==> config.mk <==
export PLATFORM = sky130hd
export DESIGN_NAME = fetch_unit
export DESIGN_NICKNAME = d
export VERILOG_FILES = /design/src/rtl/fetch_unit.sv
export SDC_FILE = /design/constraint.sdc
export NUM_CORES = 1
export LEC_CHECK = 0
export CORE_MARGIN = 1.5
export CORE_UTILIZATION = 25
export DETAILED_ROUTE_END_ITERATION = 12
export HOLD_SLACK_MARGIN = 0.1
export PLACE_DENSITY = 0.47
export SLEW_MARGIN = 20
export SYNTH_ARGS = -nofsm -noshare
export SYNTH_HDL_FRONTEND = slang
export SYNTH_SLANG_ARGS = --single-unit
==> constraint.sdc <==
create_clock -name clk -period 5.6 [get_ports clk]
set_input_delay 1.12 -clock clk [delete_from_list [all_inputs] [get_ports clk]]
set_output_delay 1.12 -clock clk [all_outputs]
set_load 0.03 [all_outputs]
==> src/rtl/fetch_unit.sv <==
// rtl/fetch_unit.sv - IF stage: fetch PC, single-outstanding imem req/ack port, instruction buffer
module fetch_unit #(
    parameter logic [31:0] RESET_PC   = 32'h0000_0000,
    parameter int          FIFO_DEPTH = 2,
    parameter logic [31:0] NOP_INST   = 32'h0000_0013
) (
    input  logic        clk,
    input  logic        rst_n,
    input  logic        clk_en,
    input  logic [1:0]  pc_sel,
    input  logic [31:0] jump_addr,
    input  logic [31:0] trap_addr,
    input  logic        inst_rd_en,
    input  logic        if_id_clk_en,
    output logic        imem_req,
    output logic [31:0] imem_addr,
    input  logic        imem_ack,
    input  logic [31:0] imem_rdata,
    input  logic        imem_err,
    output logic [31:0] inst_if,
    output logic [31:0] pc_if,
    output logic        fault_if,
    output logic        inst_ready
);

    localparam int PW = (FIFO_DEPTH > 1) ? $clog2(FIFO_DEPTH) : 1;
    localparam int CW = PW + 1;
    localparam logic [CW-1:0] DEPTH_C = CW'(FIFO_DEPTH);

    localparam logic [1:0] PC_PLUS4 = 2'd0;
    localparam logic [1:0] TRAP     = 2'd2;

    typedef enum logic [1:0] {
        S_IDLE  = 2'd0,
        S_WAIT  = 2'd1,
        S_DRAIN = 2'd2
    } state_t;

    state_t         state;
    logic [31:0]    fetch_pc;
    logic [31:0]    buf_pc    [FIFO_DEPTH];
    logic [31:0]    buf_inst  [FIFO_DEPTH];
    logic           buf_fault [FIFO_DEPTH];
    logic [PW-1:0]  rd_ptr;
    logic [PW-1:0]  wr_ptr;
    logic [CW-1:0]  count;

    logic           redirect;
    logic [31:0]    target;
    logic           ack_ok;
    logic           busy_after;
    logic           push;
    logic           pop;
    logic           issue_seq;
    logic           issue_redir;

    // Any non-sequential pc_sel is a redirect; TRAP selects trap_addr, everything else jump_addr
    assign redirect    = (pc_sel != PC_PLUS4);
    assign target      = ((pc_sel == TRAP) ? trap_addr : jump_addr) & ~32'h3;
    // An ack is only meaningful while a request is outstanding
    assign ack_ok      = imem_ack && imem_req;
    // A request is still in flight after this edge unless it completes now
    assign busy_after  = (state != S_IDLE) && !ack_ok;
    assign push        = (state == S_WAIT) && ack_ok && !redirect;
    assign pop         = if_id_clk_en && inst_ready;
    // Sequential issue: IDLE has no outstanding request, so the credit test reduces to count
    assign issue_seq   = (state == S_IDLE) && inst_rd_en && !redirect && (count < DEPTH_C);
    // A redirect flushes the buffer, so the target can be issued straight away if the port is free
    assign issue_redir = redirect && inst_rd_en && !busy_after;

    assign inst_ready = (count != '0);
    assign inst_if    = inst_ready ? buf_inst[rd_ptr]  : NOP_INST;
    assign pc_if      = inst_ready ? buf_pc[rd_ptr]    : fetch_pc;
    assign fault_if   = inst_ready ? buf_fault[rd_ptr] : 1'b0;

    // Buffer pointers and occupancy; a flush wins over push and pop
    always_ff @(posedge clk or negedge rst_n) begin
        if (!rst_n) begin
            rd_ptr <= '0;
            wr_ptr <= '0;
            count  <= '0;
        end else if (clk_en) begin
            if (redirect) begin
                rd_ptr <= '0;
                wr_ptr <= '0;
                count  <= '0;
            end else begin
                if (push) wr_ptr <= wr_ptr + 1'b1;
                if (pop)  rd_ptr <= rd_ptr + 1'b1;
                if (push && !pop)      count <= count + 1'b1;
                else if (pop && !push) count <= count - 1'b1;
            end
        end
    end

    // Buffer payload; gated by count on the read side so it needs no reset
    always_ff @(posedge clk) begin
        if (clk_en && push) begin
            buf_pc[wr_ptr]    <= imem_addr;
            buf_inst[wr_ptr]  <= imem_rdata;
            buf_fault[wr_ptr] <= imem_err;
        end
    end

    // Fetch FSM: owns fetch_pc and the registered request port
    always_ff @(posedge clk or negedge rst_n) begin
        if (!rst_n) begin
            state     <= S_IDLE;
            fetch_pc  <= RESET_PC;
            imem_req  <= 1'b0;
            imem_addr <= RESET_PC;
        end else if (clk_en) begin
            if (issue_redir) begin
                state     <= S_WAIT;
                imem_req  <= 1'b1;
                imem_addr <= target;
                fetch_pc  <= target + 32'd4;
            end else if (redirect) begin
                fetch_pc <= target;
                if (busy_after) begin
                    state <= S_DRAIN;
                end else begin
                    state    <= S_IDLE;
                    imem_req <= 1'b0;
                end
            end else begin
                case (state)
                    S_IDLE: begin
                        if (issue_seq) begin
                            state     <= S_WAIT;
                            imem_req  <= 1'b1;
                            imem_addr <= fetch_pc;
                            fetch_pc  <= fetch_pc + 32'd4;
                        end
                    end
                    S_WAIT, S_DRAIN: begin
                        if (ack_ok) begin
                            state    <= S_IDLE;
                            imem_req <= 1'b0;
                        end
                    end
                    default: begin
                        state    <= S_IDLE;
                        imem_req <= 1'b0;
                    end
                endcase
            end
        end
    end

endmodule

==> reports/results.md <==
| Group | Item | Reported |
| --- | --- | --- |
| clocking | Number of cells upsized or downsized after cts | 0 |
| finish | Diode count | 0 |
| power and ir drop | Cell Pwr Density | 371 nW/um^2 |
| place | DP Worst Slack | 1.13 ns |
| die | Width of the chip | 206 microns |
| flow run | Max cap viols | 0 |
| die | Initial cell density of the core | 25.3% |
| global route | First-pass GRT wire length | 49.2 mm |
| global route | Largest net degree at the start of global routing | 55 |
| global route | Total global routing overflow | 0 |
| place | Number of I/O port buffers | 199 |
| die | IO Pins | 204 |
| global route | Met3 usage in global routing | 2.41% |
| global route | Most used routing layer | met2 |
| clocking | Number of clock sinks | 196 |
| finish | Combined flip-flop and latch cell area | 5550 sq um |
| place | Routability Congestion | 0.864 |
| clocking | Clock input transition at the sequential cells of the worst setup and hold paths | 0.08 ns |
| yosys | Post-Synthesis Cells | 962 |
| place | Post-detail-place hpwl | 24.0 mm |
| yosys | Post-Syn Area | 10,300 sq um |
| power and ir drop | Leakage Power | 4.88 nW |
| global route | Met2 routing resource usage after global routing | 23.1% |
| timing | Total of endpoints with negative setup slack in the final report | 0 |
| yosys | Predominant post-synthesis flop cell | edfxtp_1 |
| yosys | Average instance area after synthesis | 10.7 sq um |
| timing | Worst rel slew slack | 39.7% |
| routing | DRC | 0 |
| routing | DRC marker count from the first detailed-route iteration | 510 |
| routing | Average wire length per cell after detail routing | 19.2 microns |
| setup path | Maximum fanout count along the critical path | 49 |
| setup path | WP data arrival | 2.89 ns |
| yosys | Top-count cell post-synth | edfxtp_1 |
| timing | Worst setup margin | 1.59 ns |
| yosys | Number of nets produced by synthesis | 1,071 |
| finish | Layout-stage area growth over the synthesis result | 31.1% |
| yosys | Number of different library cells in the post-synthesis netlist | 71 |
| finish | Final-stage net count | 1,252 |
| status | Outcome | finished, final reports clean |
| timing | Final worst path period share | 71.5% |
| clocking | Total clock buffers created by CTS | 17 |
| yosys | Proportion of netlist area held by the largest area contributor | 37.4% |
| timing | Post-Route Skew | 0.0145 ns |
| die | Area enclosed by the die boundary | 42,300 sq um |
| timing | Number of hold violations in the final report | 0 |
| die | Row Count | 74 |
| timing | Highest achievable clock rate | 250 MHz |
| routing | ANT nets after route | 0 |
| global route | Via count of the first global-routing pass | 8,051 |
| die | Area of the core | 40,600 sq um |
| routing | Pre-antenna DRT Iters | 5 |
| die | Chip height | 206 microns |
| finish | Multi-input combinational cell area | 4430 sq um |
| timing | Worst Tran Pin Value | 0.904 ns |
| global route | Met1 capacity usage during global routing | 22.7% |
| yosys | Syn. warnings | 0 |
| clocking | Insertion delay of the later-clocked pin in the worst-skew pair | 0.44 ns |
| clocking | TritonCTS clock tree | yes |
| yosys | Leading area contributor after synthesis | edfxtp_1 |
| setup path | Crit path required time | 4.48 ns |
| power and ir drop | Final total power | 0.00499 W |
| yosys | Cells taking the most area after synthesis | edfxtp_1 37%, dfrtp_1 17%, mux2i_1 10% |
| finish | Fillers | 4,220 |
| yosys | Sequential fraction of the synthesis area | 54.0% |
| clocking | Htree depth | 4 |
| timing | Final count of pins violating max slew | 0 |
| timing | Shortest period the worst path allows | 4.01 ns |
| clocking | Maximum buffer depth of the clock tree | 2 |
| global route | Antenna violations before repair | 0 |
| timing | Total negative setup slack | 0 ns |
| min path | Path type of the worst min-delay path | flip-flop to flip-flop |
| global route | Total track usage | 15.4% |
| finish | Ratio of cells with drive above 1 in the final layout | 7.01% |
| setup path | Critical setup path kind | flip-flop to primary output |
| timing | Unrepaired setup endpoints after global routing | false |
| routing | Number of vias per cell after detailed routing | 4.85 |
| clocking | Clock root cell | clkbuf_16 |
| yosys | Number of enable flip-flop cells after synthesis | 128 |
| finish | Final core utilization | 33.1% |
| setup path | Endpoint kind of the worst setup timing path | primary output |
| power and ir drop | Highest ir drop seen on vdd | 0.000217 V |
| yosys | Most instantiated cells after synthesis | 128 x edfxtp_1, 107 x mux2i_1, 102 x nand2_1 |
| clocking | Setup bufs post-CTS | 0 |
| setup path | Startpoint class of the critical path | flip-flop |
| clocking | Post-cts hold buffer count | 0 |
| yosys | Async set-or-reset flop fraction in the synthesized netlist | 34.7% |
| routing | Wire length reported by the detailed router | 32.4 mm |
| yosys | Yosys reg bits | 196 |
| routing | Via count | 8,190 |
==> final timing paths <==
path | slack [ns] | end | cells past startpoint | startpoint
setup / recovery | 1.59 | inst_if[0] | 4 | rd_ptr$_DFFE_PN0P_
hold reg to reg | 0.50 | buf_pc[1][30]$_DFFE_PP_ | 0 | imem_addr[30]$_DFFE_PN0P_
hold / removal | 0.50 | buf_pc[1][30]$_DFFE_PP_ | 0 | imem_addr[30]$_DFFE_PN0P_
max in group asynchronous | 3.81 | rd_ptr$_DFFE_PN0P_ | 2 | rst_n
setup reg to reg | 2.46 | fetch_pc[23]$_DFFE_PN0P_ | 9 | state[1]$_DFFE_PN0P_
min in group asynchronous | 0.70 | imem_req$_DFFE_PN0P_ | 1 | rst_n
==> final cells by class <==
class                      instances  share of cell area [%]
clock buffer                      19                    3.22
clock inverter                    13                   0.790
inverter                          14                   0.390
multi-input combinational        688                    32.9
sequential                       196                    41.2
tap                              532                    4.94
timing repair buffer             226                    16.5
==> cell families after synthesis <==
logic type               count (synthesis)  share of synthesized area (%)
XOR/XNOR                                21                           1.79
buffers and inverters                   78                           3.27
AO/OA/AOI/OAI                          234                           14.3
adder cells (fa/ha/maj)                  4                          0.487
AND/OR/NAND/NOR                        313                           14.6
flip-flops                             196                           54.0
multiplexers                           116                           11.5
==> layer usage <==
metal,share of wire (%),up-vias
li1,-,3949
met1,49,3931
met2,44,288
met3,5.8,22
met4,1.2,0
met5,0,-
==> report_power, final <==
part	internal [W]	leakage [nW]	switching, W
Sequential	0.00180	1.99	0.000316
Clock	0.000612	0.260	0.000539
Combinational	0.000685	2.64	0.00104
==> registers in the layout (all words and copies together) (netlist names) <==
signal,flops
buf_inst,64
buf_pc,62
imem_addr,31
fetch_pc,30
buf_fault,2
count,2
state,2
imem_req,1
rd_ptr,1
wr_ptr,1
==> layout by cell type (no fill, tap or decap), types with 4 or more instances in the layout <==
cell type        count
mux2i_1            107
nor3_1              22
inv_1               13
a22oi_1              6
nand3_1             23
and2_1               6
clkbuf_16           17
a21oi_1             35
nand2_1            102
o21ai_0             76
a31oi_1             12
xor2_1              15
a221oi_1             6
ha_1                 4
nand4_1             15
clkdlybuf4s50_1    198
mux2_1               4
and3_1              12
o32ai_1              4
edfxtp_1           128
buf_4               24
dfrtp_1             67
a211oi_1            19
o211ai_1            10
o21ai_1             12
nor4_1               5
mux2_2               4
nor2_1              95
a21o_1              20
xnor2_1              6
==> worst max-delay path, stage by stage, from the launching register on <==
cell and delay, ns:
dfrtp_4 1.02, buf_4 0.46, mux2i_1 0.24, nand2_1 0.08
clkdlybuf4s50_1 0.61
==> stage by stage <==
step / instance area, sq um / hold WS (ns) / cells
after global placement: 12900 / 0.471 / 1656
final: 13500 / 0.502 / 1688
after floorplan: 10300 / 0.447 / 962
after detailed placement: 12900 / 0.479 / 1656
after global routing: 13500 / 0.519 / 1688
after CTS: 13500 / 0.502 / 1688
(Power assumes the default switching activity.)
